==> config.mk <==
export PLATFORM = sky130hd
export DESIGN_NAME = mitchell_mult_pipe
export DESIGN_NICKNAME = d
export VERILOG_FILES = /design/src/rtl/mitchell_pkg.sv /design/src/rtl/mitchell_log.sv /design/src/rtl/mitchell_mult_pipe.sv
export SDC_FILE = /design/constraint.sdc
export NUM_CORES = 1
export LEC_CHECK = 0
export ABC_AREA = 0
export CELL_PAD_IN_SITES_DETAIL_PLACEMENT = 0
export CELL_PAD_IN_SITES_GLOBAL_PLACEMENT = 1
export CORE_MARGIN = 5
export CORE_UTILIZATION = 45
export DETAILED_ROUTE_END_ITERATION = 7
export PLACE_DENSITY = 0.9
export SYNTH_ARGS = -nofsm -noshare
export SYNTH_HDL_FRONTEND = slang
export SYNTH_HIERARCHICAL = 1
export SYNTH_SLANG_ARGS = --single-unit
export TNS_END_PERCENT = 1
==> constraint.sdc <==
create_clock -name clk -period 3.1 [get_ports clk]
set_input_delay 0.775 -clock clk [delete_from_list [all_inputs] [get_ports clk]]
set_output_delay 0.775 -clock clk [all_outputs]
set_load 0.01 [all_outputs]
==> src/rtl/mitchell_pkg.sv <==
// Shared constants and elaboration-time helpers for the Mitchell log-domain multiplier.
package mitchell_pkg;

  localparam int CORR_SHIFT = 4;

  function automatic int clog2(input int n);
    int r;
    r = 0;
    for (int i = 0; i < 31; i++) begin
      if ((1 << i) < n) r = i + 1;
    end
    return r;
  endfunction

  // Bias-correction offset added to the log sum; vanishes when the fraction is too narrow.
  function automatic int corr_offset(input int f);
    int r;
    r = 0;
    if (f >= CORR_SHIFT) r = 1 << (f - CORR_SHIFT);
    return r;
  endfunction

endpackage

==> src/rtl/mitchell_log.sv <==
// Signed operand to Mitchell log form: saturated magnitude, leading-one position
// and left-aligned fraction below the leading one.
module mitchell_log
  import mitchell_pkg::*;
#(
  parameter int WIDTH = 9
) (
  input  logic [WIDTH-1:0]               v,
  output logic                           zero,
  output logic [clog2(WIDTH-1)-1:0]      k,
  output logic [WIDTH-3:0]               f
);

  localparam int M  = WIDTH - 1;
  localparam int F  = M - 1;
  localparam int KW = clog2(M);

  logic [WIDTH-1:0] neg;
  logic [M-1:0]     mag;
  logic [M-1:0]     norm;
  logic [KW-1:0]    sh;

  assign neg = -v;

  // The most negative input has no positive twin; clamp it to the largest magnitude.
  always_comb begin
    mag = v[M-1:0];
    if (v[WIDTH-1]) mag = neg[WIDTH-1] ? '1 : neg[M-1:0];
  end

  always_comb begin
    k = '0;
    for (int i = 0; i < M; i++) begin
      if (mag[i]) k = KW'(i);
    end
  end

  assign zero = (mag == '0);
  assign sh   = KW'(M - 1) - k;
  assign norm = mag << sh;
  assign f    = F'(norm);

endmodule

==> src/rtl/mitchell_mult_pipe.sv <==
// Three-stage Mitchell approximate signed multiplier (log, add, antilog) with a
// single global advance signal for backpressure.
module mitchell_mult_pipe
  import mitchell_pkg::*;
#(
  parameter int WIDTH = 9
) (
  input  logic                 clk,
  input  logic                 rst_n,
  input  logic                 in_valid,
  output logic                 in_ready,
  input  logic [WIDTH-1:0]     x,
  input  logic [WIDTH-1:0]     y,
  input  logic                 corr_en,
  output logic                 out_valid,
  input  logic                 out_ready,
  output logic [2*WIDTH-2:0]   p
);

  localparam int M  = WIDTH - 1;
  localparam int F  = M - 1;
  localparam int KW = clog2(M);
  localparam int LW = KW + 1 + F;
  localparam int PW = 2 * WIDTH - 1;
  localparam logic [LW-1:0] CORR_OFS = LW'(corr_offset(F));

  logic adv;

  logic          za_next, zb_next;
  logic [KW-1:0] ka_next, kb_next;
  logic [F-1:0]  fa_next, fb_next;

  logic          v1_reg, za_reg, zb_reg, sign1_reg, corr1_reg;
  logic [KW-1:0] ka_reg, kb_reg;
  logic [F-1:0]  fa_reg, fb_reg;

  logic          v2_reg, sign2_reg, zero2_reg;
  logic [LW-1:0] l_next, l2_reg;

  logic [KW:0]      lk;
  logic [F-1:0]     lf;
  logic [F+2*M:0]   wide;
  logic [2*M-1:0]   mag;
  logic [PW-1:0]    p_next;

  logic          out_valid_reg;
  logic [PW-1:0] p_reg;

  assign adv       = !out_valid_reg || out_ready;
  assign in_ready  = adv;
  assign out_valid = out_valid_reg;
  assign p         = p_reg;

  mitchell_log #(.WIDTH(WIDTH)) u_log_a (.v(x), .zero(za_next), .k(ka_next), .f(fa_next));
  mitchell_log #(.WIDTH(WIDTH)) u_log_b (.v(y), .zero(zb_next), .k(kb_next), .f(fb_next));

  // Fraction carry ripples into the characteristic through the plain concatenated add.
  assign l_next = {1'b0, ka_reg, fa_reg} + {1'b0, kb_reg, fb_reg}
                + (corr1_reg ? CORR_OFS : '0);

  assign lk   = l2_reg[LW-1:F];
  assign lf   = l2_reg[F-1:0];
  assign wide = {{(2*M){1'b0}}, 1'b1, lf} << lk;
  assign mag  = (2*M)'(wide >> F);

  always_comb begin
    p_next = {1'b0, mag};
    if (sign2_reg) p_next = -{1'b0, mag};
    if (zero2_reg) p_next = '0;
  end

  always_ff @(posedge clk) begin
    if (!rst_n) begin
      v1_reg        <= 1'b0;
      v2_reg        <= 1'b0;
      out_valid_reg <= 1'b0;
      p_reg         <= '0;
    end else if (adv) begin
      v1_reg        <= in_valid;
      v2_reg        <= v1_reg;
      out_valid_reg <= v2_reg;
      if (v2_reg) p_reg <= p_next;
    end
  end

  always_ff @(posedge clk) begin
    if (adv && in_valid) begin
      ka_reg    <= ka_next;
      fa_reg    <= fa_next;
      za_reg    <= za_next;
      kb_reg    <= kb_next;
      fb_reg    <= fb_next;
      zb_reg    <= zb_next;
      sign1_reg <= x[WIDTH-1] ^ y[WIDTH-1];
      corr1_reg <= corr_en;
    end
    if (adv && v1_reg) begin
      l2_reg    <= l_next;
      sign2_reg <= sign1_reg;
      zero2_reg <= za_reg | zb_reg;
    end
  end

endmodule
# Word-level counts from Yosys, hierarchy flattened
# Index checks and enable logic that the tools add are counted.
# totals
register_bits	57
in_bits	23
output_inout_bits	19
word_cells	55
# classes
addsub	7
n_shift	3
mux	21
bitwise	2
reduce_logical	7
# op_table
cell	count
$mux 17	2
$mux 8	4
$mux 3	8
$shl 8x4->23	1
$neg 9->9	2
$neg 16->17	1
$logic_not 8->1	2
$shl 8x3->7	2
$add 10x10->11	1
$add 11x4->11	1
$mux 2	4
$sub 3x3->3 const A	2
$mux 4	1
$logic_and 1x1->1	2
$mux 1	2
$reduce_and 2->1	1
$logic_not 1->1	1
$logic_or 1x1->1	1
$or 1x1->1	1
$xor 1x1->1	1

# Longest topological paths before layout
# depth
word_depth	12
mapped_depth	11
ltp_nobuf	11

# By module
# Netlist, hierarchy kept.
# modules_own_cells
module	n_inst	cells_each	area_per_inst_um2	seq_area_each_um2
mitchell_mult_pipe	1	314	3285.7	1511.4
mitchell_log	2	106	730.7	0.0

# Least setup slack after synthesis
# OpenSTA, ideal clock, no wires.
# synth_timing
kind	input to register
startpoint	input x[0]
endpoint	register fa_reg[5], data pin
setup_ns	0.268
arrival_ns	2.643
required_ns	2.832
setup_slack_ns	0.189
cell_stages	8
n_path_buf	0
cell_sequence	inv_1 -> ha_1 -> or3b_4 -> a211oi_4 -> o311ai_4 -> mux2_4 -> a211oi_2 -> o22ai_1
# synth_via
elab_chain_len	12
# synth_lines
element	line	text
from (decl)	mitchell_mult_pipe.sv:12	input logic [WIDTH-1:0] x,
$neg 9->9	mitchell_log.sv:23	assign neg = -v;
$mux 8	mitchell_log.sv:28	if (v[WIDTH-1]) mag = neg[WIDTH-1] ? '1 : neg[M-1:0];
$mux 8 *	mitchell_log.sv:28	
$mux 1	mitchell_log.sv:34	if (mag[i]) k = KW'(i);
$mux 2 (2 in series)	mitchell_log.sv:34	
$mux 3 (4 in series)	mitchell_log.sv:34	
$sub 3x3->3	mitchell_log.sv:39	assign sh = KW'(M - 1) - k;
$shl 8x3->7 *	mitchell_log.sv:40	assign norm = mag << sh;
net fa_next[5]	mitchell_mult_pipe.sv:31	logic [F-1:0] fa_next, fb_next;
to (signal assigned)	mitchell_mult_pipe.sv:89	fa_reg <= fa_next;
to (decl)	mitchell_mult_pipe.sv:35	logic [F-1:0] fa_reg, fb_reg;
# Mark *: on every way through the listed nets, which the timed path passes. The rest lies on a longest branch.
# A chain may end at the register's enable or synchronous reset.

# Final worst setup path
# layout_timing
startpoint	input y[0]
endpoint	register fb_reg[6], data pin
# layout_via
elab_chain_len	12
# layout_lines
element	line	text
from (decl)	mitchell_mult_pipe.sv:13	input logic [WIDTH-1:0] y,
$neg 9->9	mitchell_log.sv:23	
$mux 8	mitchell_log.sv:28	
$mux 8 *	mitchell_log.sv:28	
$mux 1	mitchell_log.sv:34	
$mux 2 (2 in series)	mitchell_log.sv:34	
$mux 3 (4 in series)	mitchell_log.sv:34	
$sub 3x3->3	mitchell_log.sv:39	
$shl 8x3->7 *	mitchell_log.sv:40	
net fb_next[6]	mitchell_mult_pipe.sv:31	
to (signal assigned)	mitchell_mult_pipe.sv:92	fb_reg <= fb_next;
to (decl)	mitchell_mult_pipe.sv:35	
# Marks and branches as above.

==> flow_summary.toml <==
[power_and_ir_drop]
p_sw_uw = 943
p_leak_nw = 2.47
power.total_mw = 2.71
power_frac_comb = 0.410
power_density_mw_per_mm2 = 440
clkPwrFrac = 0.241
p_seq_frac = 0.349
p_int_mw = 1.77
peakVddDrop_mv = 0.200
p_sw_frac = 0.347

[critical_path]
cp-start-kind = "input pin"
worstSetupEndpointType = "flop"
criticalPathCategory = "in -> reg"
crit_chain = "clkdlybuf4s50_1 -> inv_1 -> ha_1 -> or3b_4 -> a211oi_4 -> buf_4 -> nand3_1 -> o31ai_1 -> a22oi_1 -> a31oi_1"
cp_max_fo = 5
path_depth = 10
max_stage_delay_ns = 0.42
cp_slowest_cell = "clkdlybuf4s50_1"
path_delay_family = "compound AO/OA/AOI/OAI gates"
worst_ep_required_time_ns = 3.28
critPathArrivalTime_ns = 3.19
reg2regPathDepth = 10
critPathBufInv = 3

[synthesis]
synth_nets = 572
synth_commonest_cells = "nand2_1 (40), edfxtp_1 (37), nor2_1 (36)"
synth_edf_count = 37
yosysTopAreaCell = "edfxtp_1"
synthCells = 526
synth_top_area_share = 0.234
synth_flop_cell = "edfxtp_1"
synth_warnings = 6
ys_ff_latch = 57
syn_area_per_cell_um2 = 9.02
synth-async-reset-ratio = 0
synth_cell_types = 75
yosysMostFrequentCell = "nand2_1"
synth.area.top_cells = "edfxtp_1 (23%), dfxtp_1 (8.4%), ha_1 (5.5%)"
synth_area_mm2 = 0.00475
ys_seq_area_frac = 0.318

[global_routing]
gr-usage-all-layers = 0.195
grt_max_degree = 25
overflow = 0
first_global_vias = 4424
antenna_found_initial = 0
grt_pass1_wl_um = 20600

[placement]
placed_area_mm2 = 0.00595
io_buffers = 41
gp_congestion = 0.891
dp_hpwl_um = 9850

[detailed_routing]
wirelength_met1_um = 5050
wl_met3_um = 477
drt-total-wl_um = 12200
via_count = 4561
drtAntennaViolNets = 0
wl_met2_um = 6420
routedWlPerCell_um = 15.3
drc = 0
via_per_inst = 5.72
drtIter0Drc = 242
drt_pass1_iterations = 4
top_layer = "met4"

[timing]
slew_violations = 0
rsz0062_at_grt = "false"
relSlewSlack = 0.500
finalSetupViolations = 0
min_period_ns = 3.01
period_share = 0.970
worstMarginPinSlew_ns = 0.747
fin_worst_skew_ns = 0.00793
max_freq_mhz = 332
hold_viol = 0

[floorplanning]
start_util = 0.460
rows = 37
die_area_mm2 = 0.0127
fp.dieH_um = 113
die_x_um = 113
coreArea_mm2 = 0.0103
io_pins = 42

[finish]
drive_gt1_frac = 0.245
largest_reg_flops = 17
syn_to_final_growth_pct = 30.0
num_antenna_cells = 0
nNetsFinal = 702
design_area_mm2 = 0.00617

[clock_network]
cts_tree = "built"
cts_buffer_depth = 2
cts_buffers = 9
htreeDepth = 3
cts.sinks = 57
clock_latency_ns = 0.35
cts_hold_buf = 0
clkTransAtPathRegs_ns = 0.06
cts_root_buffer = "clkbuf_8"

[run]
maxCapViolCount = 0

[outcome]
outcome = "completed"

[worst_hold_path]
hold_path.class = "reg -> reg"
hold_depth = 0
## placed cells by master (no fill, tap or decap), types with 9 or more instances in the layout
master | Yosys | routed
nor2b_1 | 13 | 13
clkdlybuf4s50_1 | 0 | 41
a31oi_1 | 13 | 13
nor2_1 | 36 | 36
nor4_1 | 11 | 10
buf_4 | 3 | 96
edfxtp_1 | 37 | 37
o21ai_0 | 35 | 35
a21oi_1 | 33 | 33
inv_1 | 28 | 28
nand3_1 | 12 | 12
nand2_1 | 40 | 40
xor2_1 | 9 | 9
clkbuf_8 | 0 | 10
dfxtp_1 | 20 | 20
and2_1 | 14 | 14
mux2i_1 | 12 | 12
xnor2_1 | 12 | 12
nor3_1 | 12 | 12
ha_1 | 21 | 21
## repair_timing
item / CTS / global route
resized for setup: 0 / 3
buffers inserted: 0 / 2
endpoints found under the setup margin: 0 / 9
## layer usage
metal,vias up,track usage
met5,-,0
met4,0,0.0665
met3,17,0.0374
met2,108,0.357
met1,2165,0.228
li1,2271,-
## metrics by stage
step / hold WS [ns] / util / setup WS (ns) / setup TNS [ns] / std cells
2_1_floorplan: 0.400 / - / 0.189 / 0 / 526
3_3_place_gp: 0.402 / 0.576 / -0.178 / -1.80 / 779
3_5_place_dp: 0.419 / 0.576 / -0.250 / -2.60 / 779
4_1_cts: 0.435 / 0.595 / 0.0839 / 0 / 795
5_1_grt: 0.470 / 0.598 / 0.00171 / 0 / 797
6_report: 0.437 / 0.598 / 0.0917 / 0 / 797
## power groups by stage
| stage | sequential [mW] | combinational (mW) | clock, mW |
|---|---|---|---|
| after floorplan | 0.945 | 0.753 | 0 |
| after global placement | 0.967 | 1.06 | 0 |
| after detailed placement | 0.972 | 1.08 | 0 |
| after CTS | 0.955 | 1.09 | 0.672 |
| after global routing | 0.955 | 1.23 | 0.709 |
| final | 0.948 | 1.11 | 0.654 |
## final timing paths
| check | startpoint | end | slack [ns] |
|---|---|---|---|
| min | sign1_reg | sign2_reg | 0.44 |
| min reg2reg | sign1_reg | sign2_reg | 0.44 |
| max | y[0] | fb_reg[6] | 0.09 |
| max reg2reg | l2_reg[8] | p[8] | 0.25 |
## layout make-up
cell class,count,area (um^2)
fillers,913,4150
multi-input cells,420,3040
flip-flops and latches,57,1510
repair buffers,138,1150
well taps,136,170
clock buffers,11,163
inverters,30,113
clock inverters,5,27.5
## logic make-up (layout without fill, tap and decap cells)
family,after synthesis,in the layout,share of synthesized area
mux,21,21,0.0554
buf+inv,49,184,0.0453
fa+ha+maj,23,23,0.0638
flops,57,57,0.318
compound gates,162,162,0.247
xor+xnor,21,21,0.0387
simple gates,193,193,0.231
## worst reg2reg max path, delay by kind of cell (launching register included)
| family | cells | cell delay [ns] |
|---|---|---|
| AOI/OAI and AO/OA | 3 | 0.86 |
| muxes | 2 | 0.54 |
| buffers and inverters | 2 | 0.27 |
| xor gates and xnor gates | 1 | 0.18 |
| and+or+nand+nor | 1 | 0.35 |
| DFF | 1 | 0.32 |
| adders and majority gates | 1 | 0.22 |
(Power assumes the default switching activity.)
